$ cat config.mk
export PLATFORM = sky130hd
export DESIGN_NAME = usbbootrom_reader
export DESIGN_NICKNAME = d
export VERILOG_FILES = /design/src/rtl/usbbootrom_reader.sv
export SDC_FILE = /design/constraint.sdc
export NUM_CORES = 1
export LEC_CHECK = 0
export ABC_AREA = 0
export CAP_MARGIN = 20
export CORE_MARGIN = 5
export CORE_UTILIZATION = 40
export DETAILED_ROUTE_END_ITERATION = 8
export PLACE_DENSITY = 0.68
export SLEW_MARGIN = 20
export SYNTH_ARGS = -nofsm -noshare
export SYNTH_HDL_FRONTEND = slang
export SYNTH_SLANG_ARGS = --single-unit
$ cat constraint.sdc
create_clock -name clock -period 4.65 [get_ports clock]
set_input_delay 0.93 -clock clock [delete_from_list [all_inputs] [get_ports clock]]
set_output_delay 0.93 -clock clock [all_outputs]
set_load 0.03 [all_outputs]
$ cat src/rtl/usbbootrom_reader.sv
// Burst read initiator for the USB boot ROM macro: validates byte-addressed
// requests, paces ROM reads against a small response FIFO, and returns beats.
module usbbootrom_reader #(
   parameter int ADDR_WIDTH = 17,
   parameter int DATA_WIDTH = 32,
   parameter int DEPTH      = 73728,
   parameter int LEN_WIDTH  = 4,
   parameter int BUF_DEPTH  = 2
) (
   input  logic                  clock,
   input  logic                  reset,
   input  logic                  req_valid,
   output logic                  req_ready,
   input  logic [ADDR_WIDTH+1:0] req_addr,
   input  logic [LEN_WIDTH-1:0]  req_len,
   output logic                  resp_valid,
   input  logic                  resp_ready,
   output logic [DATA_WIDTH-1:0] resp_data,
   output logic                  resp_last,
   output logic                  resp_error,
   output logic                  rom_me,
   output logic                  rom_oe,
   output logic [ADDR_WIDTH-1:0] rom_address,
   input  logic [DATA_WIDTH-1:0] rom_q
);

   localparam int PTR_W = (BUF_DEPTH > 1) ? $clog2(BUF_DEPTH) : 1;
   localparam int CNT_W = $clog2(BUF_DEPTH + 1);
   localparam logic [ADDR_WIDTH:0] DEPTH_W   = (ADDR_WIDTH+1)'(DEPTH);
   localparam logic [PTR_W-1:0]    PTR_LAST  = PTR_W'(BUF_DEPTH - 1);
   localparam logic [CNT_W:0]      BUF_LIMIT = (CNT_W+1)'(BUF_DEPTH);

   typedef enum logic [1:0] {IDLE, BURST, ERR, DRAIN} state_t;

   state_t                state_q, state_d;
   logic [ADDR_WIDTH-1:0] ptr_q, ptr_d;
   logic [LEN_WIDTH-1:0]  rem_q, rem_d;
   logic                  me_q, me_last_q, me_last_d;
   logic [CNT_W-1:0]      count_q, count_d;
   logic [PTR_W-1:0]      wr_q, wr_d, rd_q, rd_d;
   logic [DATA_WIDTH-1:0] buf_data_q [BUF_DEPTH];
   logic [DATA_WIDTH-1:0] buf_data_d [BUF_DEPTH];
   logic                  buf_last_q [BUF_DEPTH];
   logic                  buf_last_d [BUF_DEPTH];

   logic [ADDR_WIDTH-1:0] req_waddr;
   logic [ADDR_WIDTH:0]   req_end;
   logic                  req_bad;
   logic                  buf_nonempty;
   logic                  buf_pop;
   logic                  push;
   logic                  issue_ok;

   function automatic logic [PTR_W-1:0] ptr_inc(input logic [PTR_W-1:0] p);
      return (p == PTR_LAST) ? '0 : p + 1'b1;
   endfunction

   // Range check is done one bit wider so waddr+len cannot wrap.
   assign req_waddr = req_addr[ADDR_WIDTH+1:2];
   assign req_end   = {1'b0, req_waddr} + (ADDR_WIDTH+1)'(req_len);
   assign req_bad   = (req_addr[1:0] != 2'b00) || (req_end >= DEPTH_W);

   assign buf_nonempty = (count_q != '0);
   assign buf_pop      = buf_nonempty && resp_ready;
   assign push         = me_q;

   assign req_ready   = (state_q == IDLE);
   assign resp_valid  = buf_nonempty || (state_q == ERR);
   assign resp_error  = (state_q == ERR);
   assign resp_data   = buf_nonempty ? buf_data_q[rd_q] : '0;
   assign resp_last   = (state_q == ERR) || (buf_nonempty && buf_last_q[rd_q]);
   assign rom_oe      = me_q;
   assign rom_address = ptr_q;

   // A read may issue only if its word is guaranteed a buffer slot on arrival.
   assign issue_ok = ({1'b0, count_q} + (CNT_W+1)'(me_q)) < (BUF_LIMIT + (CNT_W+1)'(buf_pop));

   // NOTE: every signal written here gets a default first, so no latch is inferred.
   always_comb begin
      state_d   = state_q;
      ptr_d     = ptr_q;
      rem_d     = rem_q;
      me_last_d = 1'b0;
      rom_me    = 1'b0;
      unique case (state_q)
         IDLE: begin
            if (req_valid) begin
               if (req_bad) begin
                  state_d = ERR;
               end else begin
                  ptr_d   = req_waddr;
                  rem_d   = req_len;
                  state_d = BURST;
               end
            end
         end
         BURST: begin
            if (issue_ok) begin
               rom_me = 1'b1;
               ptr_d  = ptr_q + 1'b1;
               rem_d  = rem_q - 1'b1;
               if (rem_q == '0) begin
                  me_last_d = 1'b1;
                  state_d   = DRAIN;
               end
            end
         end
         ERR: begin
            if (resp_ready) state_d = IDLE;
         end
         DRAIN: begin
            if (buf_pop && buf_last_q[rd_q]) state_d = IDLE;
         end
         default: state_d = IDLE;
      endcase
   end

   always_comb begin
      wr_d       = wr_q;
      rd_d       = rd_q;
      count_d    = count_q;
      buf_data_d = buf_data_q;
      buf_last_d = buf_last_q;
      if (push) begin
         buf_data_d[wr_q] = rom_q;
         buf_last_d[wr_q] = me_last_q;
         wr_d             = ptr_inc(wr_q);
      end
      if (buf_pop) rd_d = ptr_inc(rd_q);
      if (push && !buf_pop)      count_d = count_q + 1'b1;
      else if (!push && buf_pop) count_d = count_q - 1'b1;
   end

   // NOTE: clocked state uses non-blocking assignments so every flop samples pre-edge values.
   always_ff @(posedge clock or posedge reset) begin
      if (reset) begin
         state_q   <= IDLE;
         ptr_q     <= '0;
         rem_q     <= '0;
         me_q      <= 1'b0;
         me_last_q <= 1'b0;
         count_q   <= '0;
         wr_q      <= '0;
         rd_q      <= '0;
      end else begin
         state_q   <= state_d;
         ptr_q     <= ptr_d;
         rem_q     <= rem_d;
         me_q      <= rom_me;
         me_last_q <= me_last_d;
         count_q   <= count_d;
         wr_q      <= wr_d;
         rd_q      <= rd_d;
      end
   end

   // NOTE: buffer storage is not reset; entries are only read while count_q says they hold data.
   always_ff @(posedge clock) begin
      buf_data_q <= buf_data_d;
      buf_last_q <= buf_last_d;
   end

endmodule
Yosys cells after proc, flatten, opt, wreduce, memory -nomap -nowiden. Index checks and enable logic that the tools add are counted. W data, S select, Z words.

Register bits after elaboration: 95. Input port bits: 59. Output and inout bits: 55.

Equality and inequality tests: 9. $add $sub $neg: 9. Mux-type cells: 37. Order comparisons: 5. Reductions and logical operators: 19. Bitwise operators: 2.

Operators by type and width (count): $mux W32 (5); $bwmux W64 (1); $mux W17 (3); $pmux W17 S2 (1); $demux W32 S1 (1); $add A17 B4 Y18 (1); $ge A18 B17 Y1 const B (1); $add A17 B1 Y17 const B (1); $mux W2 (8); $mux W4 (3); $ne A2 B2 Y1 const B (6); $mux W1 (11); $pmux W2 S4 (1); $pmux W4 S2 (1); $reduce_bool A2 Y1 (4); $logic_and A1 B1 Y1 (6); $reduce_and A5 Y1 (1); $eq A2 B2 Y1 const B (2); $ge A2 B2 Y1 const B (2); $logic_not A4 Y1 (1); $not A1 Y2 (2); $reduce_and A4 Y1 (1); $sub A4 B1 Y4 const B (1); $add A2 B1 Y3 (1); other kinds (12) (16).

Logic depth before layout (Yosys ltp).
Depth after elaboration: 7. Gate-level depth with buffers: 10.

Least setup slack after synthesis. No wires, ideal clock.

Path type: input to register. From: input port req_addr[2]. To: register rem_q[0]. Setup slack: 1.782 ns. Data arrival time: 2.745 ns. Cell stages on the path: 10. Path buffers: 0. Cells stage by stage: ha_1 > inv_1 > fa_1 > nor2b_1 > o21a_1 > o21ai_1 > a211oi_2 > o211ai_2 > mux2_2 > o221a_1.

Longest elaborated chain between the ends: 5.

RTL lines: from (decl) (RTL line 14) `input logic [ADDR_WIDTH+1:0] req_addr,`; $add A17 B4 Y18 (RTL line 60) `assign req_end = {1'b0, req_waddr} + (ADDR_WIDTH+1)'(req_len);`; $ge A18 B17 Y1 (RTL line 61) `assign req_bad = (req_addr[1:0] != 2'b00) || (req_end >= DEPTH_W);`; $logic_or A1 B1 Y1 (RTL line 61); $ne A2 B2 Y1 (no line); $reduce_and A4 Y1 (no line); to (signal assigned) (RTL line 148) `rem_q <= rem_d;`; to (decl) (RTL line 37) `logic [LEN_WIDTH-1:0] rem_q, rem_d;`.

No other way between the ends. A chain may end at the register's enable or synchronous reset.

Worst setup path after layout.
From: input port resp_ready. To: output port rom_me.

Longest elaborated chain between the ends: 5.

RTL lines: from (decl) (RTL line 17) `input logic resp_ready,`; $logic_and A1 B1 Y1 (RTL line 64) `assign buf_pop = buf_nonempty && resp_ready;`; $add A2 B1 Y3 (RTL line 76) `assign issue_ok = ({1'b0, count_q} + (CNT_W+1)'(me_q)) < (BUF_LIMIT + (CNT_W+1)'(buf_pop));`; $lt A3 B3 Y1 (RTL line 76); $mux W1 (RTL line 98) `if (issue_ok) begin`; $mux W1 (RTL line 85) `unique case (state_q)`; to (decl) (RTL line 21) `output logic rom_me,`.

No other way between the ends.

==> metrics.md <==
| Metric | Value |
|---|---|
| Final ANT Viol Nets | `0` |
| Final Hold Vio Count | `0` |
| Synth Warn # | `0` |
| Power Density | `669 nW/um^2` |
| Finished Cell Area | `5880 um^2` |
| Starting density of the core | `40.7%` |
| Synth Register Bits | `95` |
| CTS tree | `done` |
| Met1 Track Usage GR | `21.4%` |
| CTS sink cnt | `95` |
| Skew-Pair Late Insertion Delay | `370 ps` |
| Gr usage total | `16.2%` |
| Sequential share of power | `35.7%` |
| Syn nets | `426` |
| Status | `finished, final reports clean` |
| Leakage | `2.22 nW` |
| Int Power | `2.20 mW` |
| Share of cells above drive strength 1 | `7.35%` |
| Post-CTS Hold Fix Bufs | `0` |
| Final period util | `86.6%` |
| Switching share of power | `44.2%` |
| Placer Congestion | `0.900` |
| Area Growth Syn to Fin | `33.4%` |
| Crit path max fanout | `9` |
| Post-synth top flop | `edfxtp_1` |
| Nets | `540` |
| Cell count after synthesis | `357` |
| FF-to-FF setup slack | `2240 ps` |
| Number of CTS-inserted buffers | `9` |
| Io pins | `114` |
| Die area | `13200 um^2` |
| Row count | `38` |
| Placed inst area | `5700 um^2` |
| Logic pwr share | `51.3%` |
| Post-CTS Setup Inserts | `0` |
| Area contributors post-synth | `edfxtp_1 45%, dfrtp_1 16%, mux2i_1 7.3%, nor2_1 3.9%, a21oi_1 2.7%` |
| Vias in the first global route | `3349` |
| Global Route met2 Usage | `26.0%` |
| FFs w/ async S/R, synth | `30.5%` |
| Residual DRC | `0` |
| Crit path from | `resp_ready` |
| Hpwl dp | `7.62 mm` |
| Slew Limit Fails | `0` |
| H-tree depth | `3` |
| P_sw | `1.74 mW` |
| Drt first pass iters | `5` |
| Worst slew pin tran | `1050 ps` |
| RSZ-0062 raised after global routing | `false` |
| Mean post-synth cell area | `12.3 um^2` |
| Worst Reg-to-Reg Cells | `8` |
| Routed WL | `10.5 mm` |
| Crit path DAT | `3100 ps` |
| CP Capture Type | `primary output` |
| Met3 global-route usage | `4.42%` |
| Die height | `115 um` |
| CP Launch Type | `input port` |
| Max-slew headroom | `29.7%` |
| Detailed-route via count | `3306` |
| Core area | `10800 um^2` |
| Area leader, netlist | `edfxtp_1` |
| Die width | `115 um` |
| First-pass GRT wire length | `16.9 mm` |
| Syn Std Cell Area | `4410 um^2` |
| Clk buf depth | `2` |
| Seq/Total Area, Yosys | `61.4%` |
| Worst r2r src | `rom_oe` |
| Root Buffer | `clkbuf_8` |
| Maximum vdd drop | `363 uV` |
| Worst-path clk slew | `90 ps` |
| HP Class | `reg -> reg` |
| Avg Vias per Cell | `5.37` |
| Worst setup path end | `rom_me` |
| Peak-usage layer in the global routing report | `met2` |
| Total negative slack | `0 ps` |
| I/O Buffers | `113` |
| Final setup violation count | `0` |
| Clock Skews | `9.65 ps` |
| Grt total ovfl | `0` |
| DRT iter0 DRCs | `238` |
| Antenna Cells | `0` |
| Max Clk Rate | `0.248 GHz` |
| Yosys top cell area share | `45.0%` |
| Unique masters post-synth | `56` |
| Initial antenna violation count | `0` |
| Post_cts resized | `0` |
| Clock network power share | `12.9%` |
| Required time of the critical path | `3720 ps` |
| Overall power | `3.93 mW` |
| Pin count of the biggest net entering global routing | `34` |
| Minimum clock period after layout | `4030 ps` |
| R2R Path End | `rem_q[0]` |
| Post-synth EDFFs | `66` |
| CP Class | `in -> out` |
| Average wire per standard cell | `17.1 um` |
| Maximum Capacitance Violations | `0` |
## power groups by stage
stage	Sequential, mW	Combinational, mW	Clock (mW)
after floorplan	1.45	1.19	0
after global placement	1.42	2.01	0
after detailed placement	1.42	2.04	0
after CTS	1.41	2.04	0.522
after global routing	1.45	2.17	0.555
final	1.41	2.02	0.508
## flip-flops by register name, summed over array words and instances, names as in the netlist
name         cells
wr_q             1
state_q          2
rd_q             1
buf_data_q      64
buf_last_q       2
rom_address     17
rom_oe           1
rem_q            4
count_q          2
me_last_q        1
## metal layers
metal	part of all wire (%)	vias to the layer above
met5	0	-
met4	1.3	0
met3	7.2	13
met2	48	120
met1	44	1597
li1	-	1576
## cells in the mapped netlist (2+ instances only)
| master | n |
|---|---|
| a211oi_1 | 3 |
| a21o_1 | 2 |
| a21oi_1 | 24 |
| a22oi_1 | 8 |
| a31oi_1 | 2 |
| a41oi_1 | 3 |
| and2_1 | 2 |
| and2b_1 | 2 |
| and3_1 | 4 |
| and4_1 | 5 |
| clkbuf_1 | 11 |
| dfrtp_1 | 29 |
| edfxtp_1 | 66 |
| ha_1 | 9 |
| inv_1 | 9 |
| mux2_2 | 2 |
| mux2i_1 | 32 |
| nand2_1 | 21 |
| nand3_1 | 7 |
| nand4_1 | 4 |
| nor2_1 | 46 |
| nor2b_1 | 3 |
| nor3_1 | 5 |
| nor4_1 | 3 |
| o21a_1 | 3 |
| o21ai_0 | 8 |
| o21ai_1 | 5 |
| o22ai_1 | 6 |
| o31a_1 | 2 |
| o41ai_1 | 2 |
| xnor2_1 | 2 |
| xor2_1 | 3 |
## cell usage in the layout (no fill, tap or decap), types with 3 or more instances in the layout
| cell | instances |
|---|---|
| nand3_1 | 7 |
| and3_1 | 4 |
| nand4_1 | 4 |
| a41oi_1 | 3 |
| dfrtp_1 | 28 |
| mux2i_1 | 32 |
| buf_4 | 4 |
| nand2_1 | 21 |
| inv_1 | 8 |
| o21ai_0 | 8 |
| clkinv_4 | 3 |
| nor2_1 | 45 |
| a211oi_1 | 3 |
| nor3_1 | 5 |
| edfxtp_1 | 66 |
| ha_1 | 9 |
| nor4_1 | 3 |
| a22oi_1 | 8 |
| clkbuf_8 | 9 |
| o22ai_1 | 6 |
| xor2_1 | 3 |
| and4_1 | 5 |
| o21a_1 | 3 |
| clkdlybuf4s50_1 | 113 |
| a21oi_1 | 24 |
| o21ai_1 | 5 |
## critical path, cell delays in order
cell and delay [ps]:
clkdlybuf4s50_1 510, o21ai_1 130, o21ai_0 190, and2b_1 220, nand2_1 170, clkinv_1 240
clkdlybuf4s50_1 710
## cell families after synthesis
group | count (synthesis) | synth area share (%)
multiplexers | 34 | 7.78
buffers and inverters | 24 | 2.16
flip-flops | 95 | 61.4
AND/OR/NAND/NOR | 106 | 11.6
AO/OA/AOI/OAI | 83 | 13.1
XOR/XNOR | 5 | 0.994
adder cells (fa/ha/maj) | 10 | 3.01
## layout make-up
| cell class | count | area (um^2) |
|---|---|---|
| Fill cell | 951 | 4960 |
| Clock inverter | 7 | 56.3 |
| Timing Repair Buffer | 117 | 1160 |
| Tap cell | 140 | 175 |
| Clock buffer | 9 | 124 |
| Inverter | 10 | 37.5 |
| Multi-Input combinational cell | 238 | 1610 |
| Sequential cell | 95 | 2710 |
## worst min-delay path by stage
stage / from / end / slack (ps) / cells past startpoint
after floorplan: me_last_q / buf_last_q[0] / 420 / 0
after global placement: me_last_q / buf_last_q[1] / 420 / 0
after detailed placement: me_last_q / buf_last_q[1] / 430 / 0
after CTS: me_last_q / buf_last_q[1] / 450 / 0
after global routing: me_last_q / buf_last_q[0] / 480 / 0
final: me_last_q / buf_last_q[1] / 450 / 0
## per-stage QoR
| step | utilization [%] | instances | hold slack (ps) | setup slack (ps) |
|---|---|---|---|---|
| after floorplan | - | 357 | 420 | 1780 |
| after global placement | 52.6 | 600 | 423 | 679 |
| after detailed placement | 52.6 | 600 | 429 | 641 |
| after CTS | 54.2 | 616 | 452 | 635 |
| after global routing | 54.2 | 616 | 481 | 521 |
| final | 54.2 | 616 | 448 | 623 |
Power figures use the tool's default switching activity.
